===== src/rtl/sigcapture.sv =====
// sigcapture: records an 8-bit sample stream into an internal RAM after a
// level-crossing or forced trigger. Samples can be decimated. The stored
// waveform is read back through a registered port with a latency of one clock.
module sigcapture #(
   parameter int WIDTH      = 8,
   parameter int ADDR_WIDTH = 8
) (
   input  logic                  clk,
   input  logic                  rst,
   input  logic                  en,
   input  logic [WIDTH-1:0]      din,
   input  logic                  arm,
   input  logic                  abort,
   input  logic                  trig_force,
   input  logic [WIDTH-1:0]      level,
   input  logic [7:0]            decim,
   input  logic [ADDR_WIDTH-1:0] rd_addr,
   output logic [WIDTH-1:0]      rd_data,
   output logic                  busy,
   output logic                  done,
   output logic [ADDR_WIDTH:0]   wr_count
);

   localparam int DEPTH = 2**ADDR_WIDTH;
   localparam logic [ADDR_WIDTH:0] FULL_CNT = DEPTH[ADDR_WIDTH:0];

   localparam logic [1:0] S_IDLE    = 2'd0;
   localparam logic [1:0] S_ARMED   = 2'd1;
   localparam logic [1:0] S_CAPTURE = 2'd2;
   localparam logic [1:0] S_DONE    = 2'd3;

   logic [1:0]            state_q,      state_d;
   logic [WIDTH-1:0]      prev_q,       prev_d;
   logic                  prev_valid_q, prev_valid_d;
   logic [7:0]            dcnt_q,       dcnt_d;
   logic [ADDR_WIDTH:0]   wr_count_q,   wr_count_d;
   logic                  busy_q,       busy_d;
   logic                  done_q,       done_d;
   logic [WIDTH-1:0]      rd_data_q;

   logic                  we;
   logic [ADDR_WIDTH-1:0] waddr;
   logic [ADDR_WIDTH:0]   wr_count_inc;
   logic                  level_cross;

   logic [WIDTH-1:0]      mem [DEPTH];

   assign wr_count_inc = wr_count_q + 1'b1;
   assign level_cross  = prev_valid_q && (prev_q < level) && (din >= level);

   // Next-state, counters and write-port control.
   always_comb begin
      // NOTE: every output of this block gets a default first, so no path
      // leaves a variable unassigned and no latch can be inferred.
      state_d      = state_q;
      prev_d       = prev_q;
      prev_valid_d = prev_valid_q;
      dcnt_d       = dcnt_q;
      wr_count_d   = wr_count_q;
      we           = 1'b0;
      waddr        = '0;

      if (abort) begin
         // abort wins over arm, trigger and writes; counts and data are kept.
         state_d = S_IDLE;
      end else begin
         case (state_q)
            S_IDLE, S_DONE: begin
               if (arm) begin
                  state_d      = S_ARMED;
                  wr_count_d   = '0;
                  prev_valid_d = 1'b0;
                  dcnt_d       = '0;
               end
            end
            S_ARMED: begin
               if (en) begin
                  prev_d       = din;
                  prev_valid_d = 1'b1;
                  if (trig_force || level_cross) begin
                     we         = 1'b1;
                     waddr      = '0;
                     wr_count_d = {{ADDR_WIDTH{1'b0}}, 1'b1};
                     dcnt_d     = decim;
                     state_d    = S_CAPTURE;
                  end
               end
            end
            S_CAPTURE: begin
               if (en) begin
                  if (dcnt_q == 8'd0) begin
                     we         = 1'b1;
                     waddr      = wr_count_q[ADDR_WIDTH-1:0];
                     wr_count_d = wr_count_inc;
                     dcnt_d     = decim;
                     if (wr_count_inc == FULL_CNT) begin
                        state_d = S_DONE;
                     end
                  end else begin
                     dcnt_d = dcnt_q - 8'd1;
                  end
               end
            end
            default: state_d = S_IDLE;
         endcase
      end

      busy_d = (state_d == S_ARMED) || (state_d == S_CAPTURE);
      done_d = (state_d == S_DONE);
   end

   // Control state and the registered read port, cleared by reset.
   always_ff @(posedge clk or negedge rst) begin
      if (!rst) begin
         state_q      <= S_IDLE;
         prev_q       <= '0;
         prev_valid_q <= 1'b0;
         dcnt_q       <= '0;
         wr_count_q   <= '0;
         busy_q       <= 1'b0;
         done_q       <= 1'b0;
         rd_data_q    <= '0;
      end else begin
         // NOTE: non-blocking assignments make every flop see the pre-edge
         // values; this is also what gives the read port read-before-write.
         state_q      <= state_d;
         prev_q       <= prev_d;
         prev_valid_q <= prev_valid_d;
         dcnt_q       <= dcnt_d;
         wr_count_q   <= wr_count_d;
         busy_q       <= busy_d;
         done_q       <= done_d;
         rd_data_q    <= mem[rd_addr];
      end
   end

   // Sample RAM write port.
   always_ff @(posedge clk) begin
      // NOTE: the RAM has no reset, so it maps onto block RAM; contents
      // from a capture survive reset.
      if (we) begin
         mem[waddr] <= din;
      end
   end

   assign rd_data  = rd_data_q;
   assign busy     = busy_q;
   assign done     = done_q;
   assign wr_count = wr_count_q;

endmodule


===== config.mk =====
export PLATFORM = sky130hd
export DESIGN_NAME = sigcapture
export DESIGN_NICKNAME = d
export VERILOG_FILES = /design/src/rtl/sigcapture.sv
export SDC_FILE = /design/constraint.sdc
export NUM_CORES = 2
export LEC_CHECK = 0
export CORE_MARGIN = 2
export CORE_UTILIZATION = 50
export DETAILED_ROUTE_END_ITERATION = 8
export PLACE_DENSITY = 0.66
export SYNTH_ARGS = -nofsm -noshare
export SYNTH_HDL_FRONTEND = slang
export SYNTH_SLANG_ARGS = --single-unit

===== constraint.sdc =====
create_clock -name clk -period 2.75 [get_ports clk]
set_input_delay 0.55 -clock clk [delete_from_list [all_inputs] [get_ports clk]]
set_output_delay 0.55 -clock clk [all_outputs]
set_load 0.02 [all_outputs]

### Yosys cells after proc, flatten, opt, wreduce, memory -nomap -nowiden

Memory sizes are Yosys's and may differ from the RTL's. A register that Yosys moved wholly into a read port is not among the register bits.
Cells that the tools add are included.

| operators by class | value |
|---|---|
| add/subtract/negate cells | 2 |
| $lt $le $gt $ge | 2 |
| equality and inequality tests | 12 |
| muxes and demuxes | 35 |
| bitwise gates (word level) | 1 |
| reductions and logical operators | 13 |

Operator list:

| operator | count |
|---|---|
| $mux W8 | 9 |
| $mux W9 | 5 |
| $pmux W9 S3 | 1 |
| $pmux W8 S3 | 1 |
| $mux W2 | 7 |
| $ne A2 B2 Y1 const B | 5 |
| $add A9 B1 Y9 const B | 1 |
| $eq A9 B9 Y1 const B | 1 |
| $mux W1 | 9 |
| $eq A2 B2 Y1 const B | 4 |
| $ge A8 B8 Y1 | 1 |
| $logic_not A8 Y1 | 1 |
| $lt A8 B8 Y1 | 1 |
| $sub A8 B1 Y8 const B | 1 |
| $pmux W2 S3 | 1 |
| $reduce_and A6 Y1 | 1 |
| $reduce_and A5 Y1 | 1 |
| $eq A2 B1 Y1 const B | 2 |
| $pmux W1 S2 | 2 |
| $reduce_and A4 Y1 | 1 |
| $reduce_and A3 Y1 | 1 |
| $logic_and A1 B1 Y1 | 2 |
| $logic_not A2 Y1 | 1 |
| $logic_or A1 B1 Y1 | 2 |
| other kinds (4) | 4 |

| word-level totals | value |
|---|---|
| flip-flop bits (word level) | 30 |
| memory bits (writable) | 2,048 |
| bits of input ports | 38 |
| word-level logic and storage cells | 73 |
| memories kept | 1 |

Memories:

| name | depth | width | rd ports | clocked after Yosys merged registers in | write ports | line | RTL |
|---|---|---|---|---|---|---|---|
| mem | 256 | 8 | 1 | 1 | 1 | 46 | `logic [WIDTH-1:0] mem [DEPTH];` |

### Depth between registers and ports, before layout

| logic depth | value |
|---|---|
| word-level depth | 10 |
| depth in mapped cells | 11 |
| mapped depth without buffers | 9 |

### Worst setup path before layout

No wires, ideal clock.

| timing path | value |
|---|---|
| path kind | input to register |
| start point | input port level[1] |
| end point | memory mem[104][0], enable pin |
| library setup time | 0.370 ns |
| data arrival time | 2.704 ns |
| path slack | -0.324 ns |
| cell stages on the path | 8 |
| path buffers | 1 |
| cell sequence | inv_1 > ha_1 > a2111o_1 > a21o_1 > a221oi_4 > o2111ai_2 > clkbuf_1 > nor2_1 |

| between the ends | value |
|---|---|
| cells in the longest elaborated chain, start to end | 10 |
| elaborated cells between the ends (all ways) | 11 |
| those cells by class | order compare: 2; mux: 6; reduce/logical: 3 |

RTL lines:

| element | line | RTL |
|---|---|---|
| from (decl) | 15 | `input logic [WIDTH-1:0] level,` |
| $lt A8 B8 Y1 | 49 | `assign level_cross = prev_valid_q && (prev_q < level) && (din >= level);` |
| $logic_and A1 B1 Y1 | 49 |  |
| $logic_and A1 B1 Y1 (*) | 49 |  |
| $logic_or A1 B1 Y1 (*) | 80 | `if (trig_force \|\| level_cross) begin` |
| $mux W1 (*) | 80 |  |
| $mux W1 (*) | 77 | `if (en) begin` |
| $pmux W1 S2 (*) | 67 | `case (state_q)` |
| $mux W1 (*) | 63 | `if (abort) begin` |
| $mux W1 (*) | 141 | `if (we) begin` |
| $mux W1 (not written as such) (*) | 142 | `mem[waddr] <= din;` |
| to (decl) | 46 |  |

Every way passes the cells marked *; elsewhere a longest branch is shown, timed or not.

### Final worst setup path

| timing path | value |
|---|---|
| start point | register prev_q[1] |
| end point | memory mem[180][3], enable pin |

| between the ends | value |
|---|---|
| cells in the longest elaborated chain, start to end | 10 |

RTL lines:

| element | line | RTL |
|---|---|---|
| from (decl) | 33 | `logic [WIDTH-1:0] prev_q, prev_d;` |
| from (signal assigned) | 127 | `prev_q <= prev_d;` |
| $lt A8 B8 Y1 | 49 |  |
| $logic_and A1 B1 Y1 (2 in a row) | 49 |  |
| $logic_or A1 B1 Y1 | 80 |  |
| $mux W1 | 80 |  |
| $mux W1 | 77 |  |
| $pmux W1 S2 | 67 |  |
| $mux W1 | 63 |  |
| $mux W1 | 141 |  |
| $mux W1 (not written as such) | 142 |  |

Every way passes these cells.

==> metrics list <==
- The run finished, with violations left.
- Violations in the final reports: negative setup slack
- On the worst path, the slowest cell contributes a delay of 0.40 ns.
- Before antenna repair, the detailed router went through 7 iterations.
- Average cell area after synthesis: 20.95 um^2
* Post-synthesis share of cell area spent on full adders, half adders and majority gates: 0.3394%
* Prevailing post-synth register cell: edfxtp_1
* CP Depth: 8
* Post-Synthesis Net Count: 3931
- Once routing completed, OpenROAD measured the worst setup slack at -0.03291 ns.
- After synthesis, the cell types taking the most area are edfxtp_1 (76%), mux4_2 (13%), nor2_1 (1.4%).
- Largest fanout on the critical path: 15
- Remaining global-route overflow: 0
- Leak Pwr: 31.63 nW
- Via density per instance: 6.115
* Minimum setup slack among reg-to-reg paths: -0.03 ns
* Horiz. Die Dim: 406.8 um
* Worst endpoint data arrival time: 3.27 ns
- HPWL after DPL: 133.1 mm
- In this run, the number of DRC markers left after iteration 0 of detailed routing was 4511.
* Routed wire length: 205.5 mm
- Sequential area share after synthesis: 77.00%
* Required time at the worst-slack endpoint: 3.24 ns
* Post-synthesis to final-layout area growth: 21.47%
- After routing, the total negative slack on setup checks comes to -1.332 ns.
- Areal power density over the cells: 669.2 nW/um^2
- Syn. warnings: 0
* Drt wl/cell: 29.71 um
- Met2 global-route usage: 40.35%
- The critical path goes through ha_1, a2111o_1, a21o_1, a221oi_4, buf_12, o2111ai_4, buf_12, nor2_4.
- Clock insertion delay at the later pin of the skew report: 0.84 ns
- Pin count of the biggest net entering global routing: 165
- The die covers 165500 um^2.
- The synthesized netlist devotes 3.625% of its cell area to compound gates.
* Number of global-route vias before repair: 42480
* Antenna violations before repair: 4
- Max clock buf depth: 3
* Final number of hold-violating endpoints: 0
* M3 GR Usage: 4.254%
- Synth Instances: 3871
* #FFs+latches synth: 2086
- The total area inside the core boundary comes to 160800 um^2.
- For the final database, setup skew stands at 0.04153 ns.
- For this design, the slowest cell found on the critical path is dfrtp_1.
- Fraction of final layout cells sized beyond drive strength 1: 36.28%
- Clock tree synthesis inserted a total of 198 buffers.
- The worst setup path is captured at a register.
- At the pin with the least slew margin, the transition time is 1.009 ns.
- TritonCTS built the clock tree.
- Synth area leader: edfxtp_1
* Post-synthesis instance area: 81110 um^2
- Buffering stage count on the worst path with inverters included: 2
- 57 I/O pins were placed.
- Global routing used 25.26% of the available tracks across all layers.
- Share of synthesized flip-flops with an asynchronous set or reset: 1.822%
* Delay-heaviest family, CP: compound AO/OA/AOI/OAI gates
- Final Critical Period: 2.783 ns
- Area share of the largest cell type after synthesis: 75.82%
- Total number of nets in the final design: 4646
* Number of cells traversed by the worst register-to-register path: 8
* Mux cell area share after synthesis: 14.60%
- Most common library cell in the layout ignoring fill and taps: edfxtp_1
- Number of distinct standard cells referenced by the synthesized netlist: 61
* Combinational family with the most area after synthesis: multiplexers
* Post-route DRC violation count: 0
* XOR/XNOR share of the synthesized area: 0.01080%
- Sink count of the clock tree: 2086
- Sort of element at the start of the critical path: register
* VDD IR max: 0.6226 mV
- Timing would allow up to 359.3 MHz.
- The finished layout holds 6916 standard cells, fillers aside.
- WHS Path Cells: 2
* Initial cell density of the core: 50.46%
- For met1 alone, demand over resource in global routing was 35.99%.
- Floorplan die height: 406.8 um
- Crit path top cell by count: buf_12
* MaxCap Viol Count: 0
- Area fraction in and, or, nand and nor cells after synthesis: 2.891%
* Wire length of the first global-routing pass: 297.9 mm
* Cell at the root of the clock tree: clkbuf_16
- Number of H-tree branching levels: 4
- Final setup violation count: 73
- In this run the most used layer during global routing was met2.
- The path class of the tightest hold or removal check is in -> reg.
- DR vias: 42294
* Clock slew seen by the registers of the worst setup and hold paths: 0.06 ns
* Post-route antenna net violation count: 0
- Dividing the final minimum period by the clock period gives 101.2%.
- Most used cells in the layout excluding fill and tap cells: edfxtp_1 (2048), buf_4 (499), mux4_2 (482), clkbuf_16 (203), buf_12 (170)
- The count of final max-slew check failures came to 0.
* Number of standard-cell rows in the floorplan: 147
* Count of input and output buffers: 56
- Routability congestion estimate from global placement: 0.9117
* Cell count after placement: 6529
- RSZ-0062 raised after global routing: true
- The critical path is of the reg -> reg type.
* Max transition margin: 32.74%
- Yosys mapped a number of flops with a built-in enable equal to 2048.
## routing by layer
metal	vias to the layer above	wire length, um
li1	17690	-
met1	22370	82060
met2	1940	100100
met3	292	17310
met4	2	6021
met5	-	12
## logic make-up after synthesis
| logic type | after synthesis |
|---|---|
| DFF | 2086 |
| buffers and inverters | 254 |
| xor gates and xnor gates | 1 |
| muxes | 579 |
| and+or+nand+nor | 516 |
| adders and majority gates | 22 |
| AOI/OAI and AO/OA | 413 |
## through the flow
step	cell area (um^2)	util [%]	setup WS (ns)	total power, mW	hold slack (ns)
after global routing	98520	61.29	-0.1346	67.70	0.2500
after CTS	98220	61.10	-0.02448	66.30	0.2204
final	98520	61.29	-0.03291	65.93	0.2710
after detailed placement	91470	56.90	-0.7457	39.45	0.4674
after floorplan	82220	-	-0.1217	37.48	0.2544
after global placement	91470	56.90	-0.7226	39.42	0.4794
## cells in the mapped netlist, types with 6 or more instances
cell type  instances
a32oi_1            7
buf_2             43
nor4_1            31
dfrtp_1           38
nand2_1           68
nand2b_1           9
ha_1              22
a22o_1            26
o22ai_1           95
nor2_1           311
nand3_1           20
clkbuf_1         119
buf_1             20
o2111ai_1          9
edfxtp_1        2048
o211ai_1          14
nor2b_1           11
inv_1             20
mux2i_1           82
or2_2              6
a21oi_1           66
a211oi_1          32
o21ai_0            9
o221ai_1          19
and2_1             6
nor3b_2            6
mux4_2           482
and3_1             7
nand3b_1           7
nor3_1            10
mux2_2            15
a221oi_1          11
buf_6             11
buf_4             41
o2bb2ai_1          7
a31oi_1           18
a22oi_1           82
## report_power, final
group / switching (mW) / internal (mW) / total, mW
logic: 2.15 / 1.57 / 3.72
registers: 0.0975 / 35.0 / 35.1
clock network: 11.7 / 15.4 / 27.1
## timing repair
| item | 4_1_cts | 5_1_grt |
|---|---|---|
| setup endpoints to repair | 1030 | 1538 |
| pin swaps | 12 | 22 |
| hold buffers | 3 | 0 |
| gates cloned | 0 | 1 |
| endpoints found under the hold margin | 23 | 0 |
| resized for setup | 20 | 66 |
| setup buffers | 11 | 2 |
## layout make-up
class	instances	area, um^2
well taps	2160	2703
repair buffers	749	8035
multi-input cells	1531	18770
fillers	11094	62230
flip-flops and latches	2086	62450
clock buffers	258	5265
diodes	1	2.502
inverters	20	75.07
clock inverters	111	1222
## flip-flops by register name, indices dropped and copies added (netlist names)
register      count
state_q           2
done              1
busy              1
wr_count          9
prev_valid_q      1
mem            2048
rd_data           8
prev_q            8
dcnt_q            8
## path summary, 6_finish.rpt
path,endpoint,start
worst max-delay path,mem[180][3],prev_q[1]
worst min-delay path,mem[235][5],din[5]
worst max register to register,mem[180][3],prev_q[1]
worst min register to register,prev_q[0],prev_q[0]
max in group asynchronous,dcnt_q[5],rst
min in group asynchronous,prev_valid_q,rst
Note: power is estimated with default switching activity, not from simulation.
